[config.mk]
export PLATFORM = sky130hd
export DESIGN_NAME = step_decode
export DESIGN_NICKNAME = d
export VERILOG_FILES = /design/src/rtl/step_decode_pkg.sv /design/src/rtl/step_sync_filter.sv /design/src/rtl/step_decode.sv
export SDC_FILE = /design/constraint.sdc
export NUM_CORES = 1
export LEC_CHECK = 0
export BUFFER_PORTS_ARGS = -buffer_cell sky130_fd_sc_hd__buf_2
export CORE_UTILIZATION = 28
export CTS_CLUSTER_SIZE = 40
export DETAILED_ROUTE_END_ITERATION = 8
export GPL_ROUTABILITY_DRIVEN = 0
export PLACE_DENSITY_LB_ADDON = 0.25
export SETUP_SLACK_MARGIN = 0.15
export SLEW_MARGIN = 0
export SYNTH_ARGS = -nofsm -noshare
export SYNTH_HDL_FRONTEND = slang
export SYNTH_HIERARCHICAL = 1
export SYNTH_SLANG_ARGS = --single-unit
[constraint.sdc]
create_clock -name CLK -period 3.9 [get_ports CLK]
set_input_delay 0.195 -clock CLK [delete_from_list [all_inputs] [get_ports CLK]]
set_output_delay 0.195 -clock CLK [all_outputs]
set_load 0.02 [all_outputs]
[src/rtl/step_decode_pkg.sv]
// Shared stepper definitions: coil phase patterns and decoder FSM encoding,
// also used by the stepper driver side.
package step_decode_pkg;

    localparam logic [3:0] PAT_P0  = 4'b1001;
    localparam logic [3:0] PAT_P1  = 4'b1100;
    localparam logic [3:0] PAT_P2  = 4'b0110;
    localparam logic [3:0] PAT_P3  = 4'b0011;
    localparam logic [3:0] PAT_OFF = 4'b0000;

    typedef enum logic [1:0] {
        ST_IDLE,
        ST_LOCKED,
        ST_FAULT
    } state_t;

    typedef struct packed {
        logic       legal;
        logic [1:0] phase;
    } phase_info_t;

    // OFF is reported as not a legal phase; callers test for it separately.
    function automatic phase_info_t decode_phase(input logic [3:0] pat);
        phase_info_t r;
        r.legal = 1'b1;
        r.phase = 2'd0;
        case (pat)
            PAT_P0:  r.phase = 2'd0;
            PAT_P1:  r.phase = 2'd1;
            PAT_P2:  r.phase = 2'd2;
            PAT_P3:  r.phase = 2'd3;
            default: r.legal = 1'b0;
        endcase
        return r;
    endfunction

endpackage

[src/rtl/step_sync_filter.sv]
// Two-flop synchronizer plus a persistence filter; emits each newly accepted
// coil pattern once, with a one-cycle strobe.
module step_sync_filter
    import step_decode_pkg::*;
#(
    parameter int FILT = 4
) (
    input  logic       CLK,
    input  logic       RESETN,
    input  logic [3:0] raw,
    output logic [3:0] pattern,
    output logic       strobe
);

    logic [3:0] sync1;
    logic [3:0] sync2;
    logic [3:0] cand;
    logic [3:0] run_len;
    logic [4:0] run_next;
    logic       stable;

    // run_next counts the current synchronized sample, so acceptance lands on
    // the FILT-th matching sample rather than one cycle later.
    always_comb begin
        run_next = (sync2 == cand) ? ({1'b0, run_len} + 5'd1) : 5'd1;
        stable   = (run_next >= 5'(FILT));
    end

    always_ff @(posedge CLK or negedge RESETN) begin
        if (!RESETN) begin
            sync1   <= PAT_OFF;
            sync2   <= PAT_OFF;
            cand    <= PAT_OFF;
            run_len <= 4'd0;
            pattern <= PAT_OFF;
            strobe  <= 1'b0;
        end else begin
            sync1   <= raw;
            sync2   <= sync1;
            cand    <= sync2;
            run_len <= stable ? 4'(FILT) : run_next[3:0];
            strobe  <= 1'b0;
            if (stable && (sync2 != pattern)) begin
                pattern <= sync2;
                strobe  <= 1'b1;
            end
        end
    end

endmodule

[src/rtl/step_decode.sv]
// Stepper coil decoder: tracks phase sequence into a signed position,
// flags skipped steps or illegal drive patterns, and reports revolutions and stalls.
module step_decode
    import step_decode_pkg::*;
#(
    parameter int FILT          = 4,
    parameter int STEPS_PER_REV = 48,
    parameter int STALL_CYC     = 50000
) (
    input  logic               CLK,
    input  logic               RESETN,
    input  logic               STEP_A,
    input  logic               STEP_B,
    input  logic               STEP_AN,
    input  logic               STEP_BN,
    input  logic               CLR_ERR,
    output logic signed [15:0] POS,
    output logic               DIR,
    output logic               STEP_PULSE,
    output logic               REV_PULSE,
    output logic               ERR,
    output logic               STOPPED
);

    localparam int SW = $clog2(STALL_CYC + 1);

    state_t      state;
    state_t      state_next;
    logic [1:0]  phase;
    logic [1:0]  phase_next;
    logic [3:0]  pattern;
    logic        strobe;
    logic        fwd;
    logic        rev;
    phase_info_t info;
    logic [7:0]  rev_cnt;
    logic [SW-1:0] stall_cnt;
    logic [SW-1:0] stall_next;

    step_sync_filter #(.FILT(FILT)) u_filter (
        .CLK     (CLK),
        .RESETN  (RESETN),
        .raw     ({STEP_A, STEP_B, STEP_AN, STEP_BN}),
        .pattern (pattern),
        .strobe  (strobe)
    );

    // A clear coinciding with an illegal pattern wins; that pattern is then
    // ignored because the filter only strobes on a change.
    always_comb begin
        state_next = state;
        phase_next = phase;
        fwd        = 1'b0;
        rev        = 1'b0;
        info       = decode_phase(pattern);
        case (state)
            ST_IDLE: begin
                if (strobe) begin
                    if (info.legal) begin
                        state_next = ST_LOCKED;
                        phase_next = info.phase;
                    end else if (pattern != PAT_OFF) begin
                        state_next = CLR_ERR ? ST_IDLE : ST_FAULT;
                    end
                end
            end
            ST_LOCKED: begin
                if (strobe) begin
                    if (pattern == PAT_OFF) begin
                        state_next = ST_IDLE;
                    end else if (!info.legal) begin
                        state_next = CLR_ERR ? ST_IDLE : ST_FAULT;
                    end else if (info.phase == phase + 2'd1) begin
                        fwd        = 1'b1;
                        phase_next = info.phase;
                    end else if (info.phase == phase - 2'd1) begin
                        rev        = 1'b1;
                        phase_next = info.phase;
                    end else if (info.phase == phase + 2'd2) begin
                        state_next = ST_FAULT;
                    end
                end
            end
            ST_FAULT: begin
                if (CLR_ERR) begin
                    state_next = ST_IDLE;
                end
            end
            default: state_next = ST_IDLE;
        endcase

        if (fwd || rev) begin
            stall_next = '0;
        end else if (stall_cnt != SW'(STALL_CYC)) begin
            stall_next = stall_cnt + SW'(1);
        end else begin
            stall_next = stall_cnt;
        end
    end

    always_ff @(posedge CLK or negedge RESETN) begin
        if (!RESETN) begin
            state      <= ST_IDLE;
            phase      <= 2'd0;
            POS        <= 16'sd0;
            DIR        <= 1'b0;
            STEP_PULSE <= 1'b0;
            REV_PULSE  <= 1'b0;
            ERR        <= 1'b0;
            STOPPED    <= 1'b0;
            rev_cnt    <= 8'd0;
            stall_cnt  <= '0;
        end else begin
            state      <= state_next;
            phase      <= phase_next;
            STEP_PULSE <= fwd | rev;
            ERR        <= (state_next == ST_FAULT);
            stall_cnt  <= stall_next;
            STOPPED    <= (stall_next == SW'(STALL_CYC));
            REV_PULSE  <= 1'b0;
            if (fwd) begin
                POS <= POS + 16'sd1;
                DIR <= 1'b1;
                if (rev_cnt == 8'(STEPS_PER_REV - 1)) begin
                    rev_cnt   <= 8'd0;
                    REV_PULSE <= 1'b1;
                end else begin
                    rev_cnt <= rev_cnt + 8'd1;
                end
            end else if (rev) begin
                POS <= POS - 16'sd1;
                DIR <= 1'b0;
                if (rev_cnt == 8'd0) begin
                    rev_cnt   <= 8'(STEPS_PER_REV - 1);
                    REV_PULSE <= 1'b1;
                end else begin
                    rev_cnt <= rev_cnt - 8'd1;
                end
            end
        end
    end

endmodule
# Word-level counts from Yosys, hierarchy flattened
# Index checks and enable logic that the tools add are counted.
[word_totals]
in_bits = 7
ff_bits = 70
word_cells = 108
output_inout_bits = 21
[op_classes]
n_eq_ne = 21
reduce_logical = 10
bitwise = 1
mux = 50
order_cmp = 1
add_sub_neg = 9
[op_table]
columns = ["op", "count"]
rows = [
  ["$mux 16", 4],
  ["$mux 2", 18],
  ["$mux 8", 4],
  ["$mux 1", 19],
  ["$add 16x1->16 const B", 1],
  ["$add 16x2->16 const B", 1],
  ["$eq 16x16->1 const B", 1],
  ["$ne 16x16->1 const B", 1],
  ["$sub 16x2->16 const B", 1],
  ["$pmux 2 s3", 2],
  ["$add 8x1->8 const B", 1],
  ["$eq 4x4->1 const B", 2],
  ["$eq 8x6->1 const B", 1],
  ["$logic_not 8->1", 1],
  ["$sub 8x1->8 const B", 1],
  ["$reduce_and 7->1", 1],
  ["$eq 2x2->1", 3],
  ["$ne 2x2->1 const B", 3],
  ["$add 4x1->5 const B", 1],
  ["$ge 5x3->1 const B", 1],
  ["$mux 5", 1],
  ["$eq 2x2->1 const B", 2],
  ["$eq 4x2->1 const B", 1],
  ["$eq 4x3->1 const B", 1],
  ["18 further kinds", 20],
]

# Logic depth before layout (Yosys ltp)
[logic_depth]
depth_word = 12
ltp_mapped = 13
ltp_nobuf = 12

# Cells and area by module
# Netlist, hierarchy kept.
[by_module_without_submodules]
columns = ["mod", "seq_area_each_um2", "cells_each", "area_each_um2", "n_inst"]
rows = [
  ["step_decode", 1226.2, 423, 3517.1, 1],
  ["step_sync_filter", 525.5, 45, 732.0, 1],
]

# Least setup slack after synthesis
# No wires, ideal clock.
[synth_timing]
path_kind = "reg-to-reg"
startpoint = "register u_filter.pattern[1]"
endpoint = "register POS[13]"
t_arrival_ns = 3.332
setup_slack_ns = 0.443
setup_time_ns = 0.125
stages_incl_launch_ff = 14
path_cell_list = "dfrtp_1 > buf_2 > or3b_1 > a211oi_1 > a21oi_1 > nor2_1 > inv_1 > ha_1 > a211oi_1 > o21ai_1 > a211o_1 > a311oi_1 > xnor2_1 > mux2_2"
[synth_lines]
columns = ["item", "line_no", "rtl"]
rows = [
  ["from (decl)", "step_sync_filter.sv:11", "output logic [3:0] pattern,"],
  ["from (signal assigned)", "step_sync_filter.sv:44", "pattern <= sync2;"],
  ["$eq 4x2->1 (tied with other cells)", "step_decode_pkg.sv:27", "case (pat)"],
  ["$pmux 2 s3", "step_decode_pkg.sv:27", ""],
  ["$eq 2x2->1", "step_decode.sv:73", "end else if (info.phase == phase + 2'd1) begin"],
  ["$mux 1", "step_decode.sv:73", ""],
  ["$mux 1", "step_decode.sv:71", "end else if (!info.legal) begin"],
  ["$mux 1 *", "step_decode.sv:69", "if (pattern == PAT_OFF) begin"],
  ["$mux 1 *", "step_decode.sv:68", "if (strobe) begin"],
  ["$mux 1 *", "step_decode.sv:56", "case (state)"],
  ["net fwd", "step_decode.sv:33", "logic fwd;"],
  ["$mux 16 or $reduce_bool 2->1 (tied branches)", "-", ""],
  ["to (signal assigned)", "step_decode.sv:122", "POS <= POS + 16'sd1;"],
  ["to (signal assigned)", "step_decode.sv:131", "POS <= POS - 16'sd1;"],
  ["to (decl)", "step_decode.sv:17", "output logic signed [15:0] POS,"],
]
# The timed path passes the listed nets; every way through them passes the cells marked *.
# A chain may end at the register's enable or synchronous reset.

# Final worst setup path
# Ends and elaborated chain as after synthesis.

==> out/metrics.yaml <==
outcome:
  status: "finished with violations"
  violations: "design-rule violations, negative hold slack"
grt:
  grt_first_pass_wirelength_um: 16500
  grt_pass1_vias: 3477
  grt-ovfl-total: 0
  antenna_found_initial: 0
  grt_max_degree: 71
  grtUsageTotal: 0.131
sta:
  max-slew-margin-rel: 0.322
  setup_ws_ps: 395
  tightestPinTransition_ps: 1010
  finalCritPeriodShare: 0.899
  finalSetupTns_ps: 0
  rsz0062_at_grt: "false"
  fmax_mhz: 285
  setup_viol: 0
  layout_min_cycle_time_ps: 3500
  finalMaxSlewViolations: 0
  fin_skew_ps: 6.48
  holdWs_ps: -20.2
  finalHoldViolCount: 42
die:
  die_w_um: 125
  die_area_mm2: 0.0157
  initial_core_util: 0.290
  die_h_um: 125
  num_rows: 44
  core_mm2: 0.0146
  pin_count: 28
setup_path:
  crit_buf_inv: 2
  cp_max_fo: 11
  cp_cell_sequence: "or3b_1, a211oi_1, a21oi_2, nor2_2, clkinvlp_4, buf_12, ha_1, o21ai_1, a211oi_1, a211o_1, a311oi_2, xnor2_1, mux2_2"
  crit_start: "u_filter/pattern[1]"
  r2r-start: "u_filter/pattern[1]"
  crit_path_frequent_cell: "a211oi_1"
  criticalPathCategory: "flop to flop"
  reg2regPathDepth: 13
  slowest_delay_ps: 480
  endpoint_kind: "flop"
  crit_cells: 13
  cp_slowest_cell: "dfrtp_2"
  startpoint_type: "flop"
  worst_ep_arrival_time_ps: 3730
  crit_required_ps: 4130
  crit_family: "compound AO/OA/AOI/OAI gates"
synth:
  postSynthCellCount: 468
  yosysTopAreaCell: "dfrtp_1"
  yosysMostFrequentCell: "dfrtp_1"
  synth_top_area_frac: 0.412
  synth-seq-area-share: 0.412
  synthDistinctLibCells: 63
  avgSynthCellArea_um2: 9.08
  synth_area_leaders: "dfrtp_1 (41%), ha_1 (6.2%), nor2_1 (4.5%), xnor2_1 (4.3%), a21oi_1 (3.8%)"
  synth_edf_count: 0
  syn-cell-area_mm2: 0.00425
  synth_ff_type: "dfrtp_1"
  syn_nets: 497
  synth.ff_latch_count: 70
  yosysWarningCount: 6
  synth_top_cells_by_count: "dfrtp_1 (70), nor2_1 (51), nand2_1 (35)"
  async_flop_share: 1.00
layout:
  syn_to_final_growth_pct: 16.3
  postLayoutCellArea_mm2: 0.00494
  fillers: 1521
  fin_nets: 526
  layout-drive-gt1-share: 0.145
  instances_no_fill: 686
  num_antenna_cells: 0
pwr:
  switching_power_uw: 918
  p_clk_frac: 0.316
  power_frac_comb: 0.313
  ir_drop_mv: 0.202
  p_leak_uw: 0.00220
  power-per-cell-area_mw_per_mm2: 507
  switching_share: 0.367
  seq_power_share: 0.372
  p_int_uw: 1590
routing:
  drtAntennaViolNets: 0
  via_per_inst: 5.07
  wl_per_cell_um: 13.8
  first_pass_iters: 6
  drc: 6
  drt_iter0_markers: 212
  wl_um: 9470
  vias: 3481
clock_tree:
  cts_tree: "yes"
  cts_sinks: 70
  clockBufferDepth: 2
  clkSlewWorstSetupHoldPaths_ps: 60
  cts_root_buf: "clkbuf_16"
  clock_latency_ps: 350
  cts-buffers-inserted: 9
  cts_htree_levels: 3
place:
  place_area_mm2: 0.00456
  pre_cts_slack_ps: 234
  place_inst: 664
  io_buffers: 27
  place_hpwl_um: 6530
hold_path:
  hold_class: "input pin to async pin"
flow_run:
  max_cap_violations: 0
[cells by family after synthesis]
kind of cell | count (synthesis) | share of synthesized area
AND/OR/NAND/NOR | 182 | 0.222
AO/OA/AOI/OAI | 110 | 0.162
flip-flops | 70 | 0.412
XOR/XNOR | 38 | 0.0783
buffers and inverters | 37 | 0.0374
adder cells (fa/ha/maj) | 22 | 0.0665
multiplexers | 8 | 0.0209
other | 1 | 0.000883
[layout make-up]
type / instances / area (um2) / area share
clock buffers: 9 / 225 / 0.0456
clock inverters: 7 / 56.3 / 0.0114
inverters: 17 / 67.6 / 0.0137
multi-input cells: 361 / 2360 / 0.478
flip-flops and latches: 70 / 1760 / 0.355
well taps: 184 / 230 / 0.0466
repair buffers: 38 / 243 / 0.0491
[metal layers]
| metal | global-route usage | vias up | share of wire |
|---|---|---|---|
| met5 | 0 | - | 0 |
| met4 | 0.0581 | 0 | 0.018 |
| met3 | 0.0334 | 12 | 0.033 |
| met2 | 0.202 | 45 | 0.45 |
| met1 | 0.174 | 1687 | 0.50 |
| li1 | - | 1737 | - |
[worst register-to-register path, delay by kind of cell (launching register included)]
kind,cells,cell delay [ps]
compound gates,6,1290
simple gates,2,560
flops,1,480
buf+inv,2,400
fa+ha+maj,1,320
mux,1,260
xor+xnor,1,90
[registers in the layout (all words and copies together), names as in the netlist]
| register | cells |
|---|---|
| u_filter/strobe | 1 |
| state | 2 |
| stall_cnt | 16 |
| ERR | 1 |
| STEP_PULSE | 1 |
| DIR | 1 |
| u_filter/sync2 | 4 |
| REV_PULSE | 1 |
| u_filter/pattern | 4 |
| u_filter/sync1 | 4 |
| STOPPED | 1 |
| POS | 16 |
| rev_cnt | 8 |
| u_filter/run_len | 4 |
| u_filter/cand | 4 |
| phase | 2 |
[final timing paths]
check                               endpoint  slack, ps
setup / recovery                     POS[13]        400
hold / removal                  stall_cnt[0]        -20
setup reg to reg                     POS[13]        400
hold reg to reg            u_filter/sync2[3]        340
max in group asynchronous           phase[0]       3290
min in group CLK                         ERR         60
[power groups by stage]
stage                     Combinational (uW)  Clock (uW)  Sequential [uW]
after floorplan                          654           0              887
after global placement                   763           0              930
after detailed placement                 763           0              935
after CTS                                771         825              922
after global routing                     884         854              950
final                                    783         792              931
[through the flow]
step / util / power, uW
6_report: 0.338 / 2510
5_1_grt: 0.338 / 2690
4_1_cts: 0.334 / 2520
3_5_place_dp: 0.312 / 1700
3_3_place_gp: 0.312 / 1690
2_1_floorplan: - / 1540
[placed cells by master (no fill, tap or decap), types with 18 or more instances in the layout]
cell type,netlist,final
xnor2_1,21,21
dfrtp_1,70,66
buf_2,10,26
nor2_1,51,50
ha_1,21,21
nand2_1,35,35
a21oi_1,32,31
nor3_1,18,18
nand3_1,21,21
o21ai_0,27,26
[what timing repair did]
action                                  in CTS  in global routing
hold buffers                                 4                  0
resized for setup                            0                 10
buffers inserted                             0                  2
endpoints found under the hold margin        4                  0
endpoints found under the setup margin       0                  3
No activity file was read; power rests on OpenSTA's default activity.
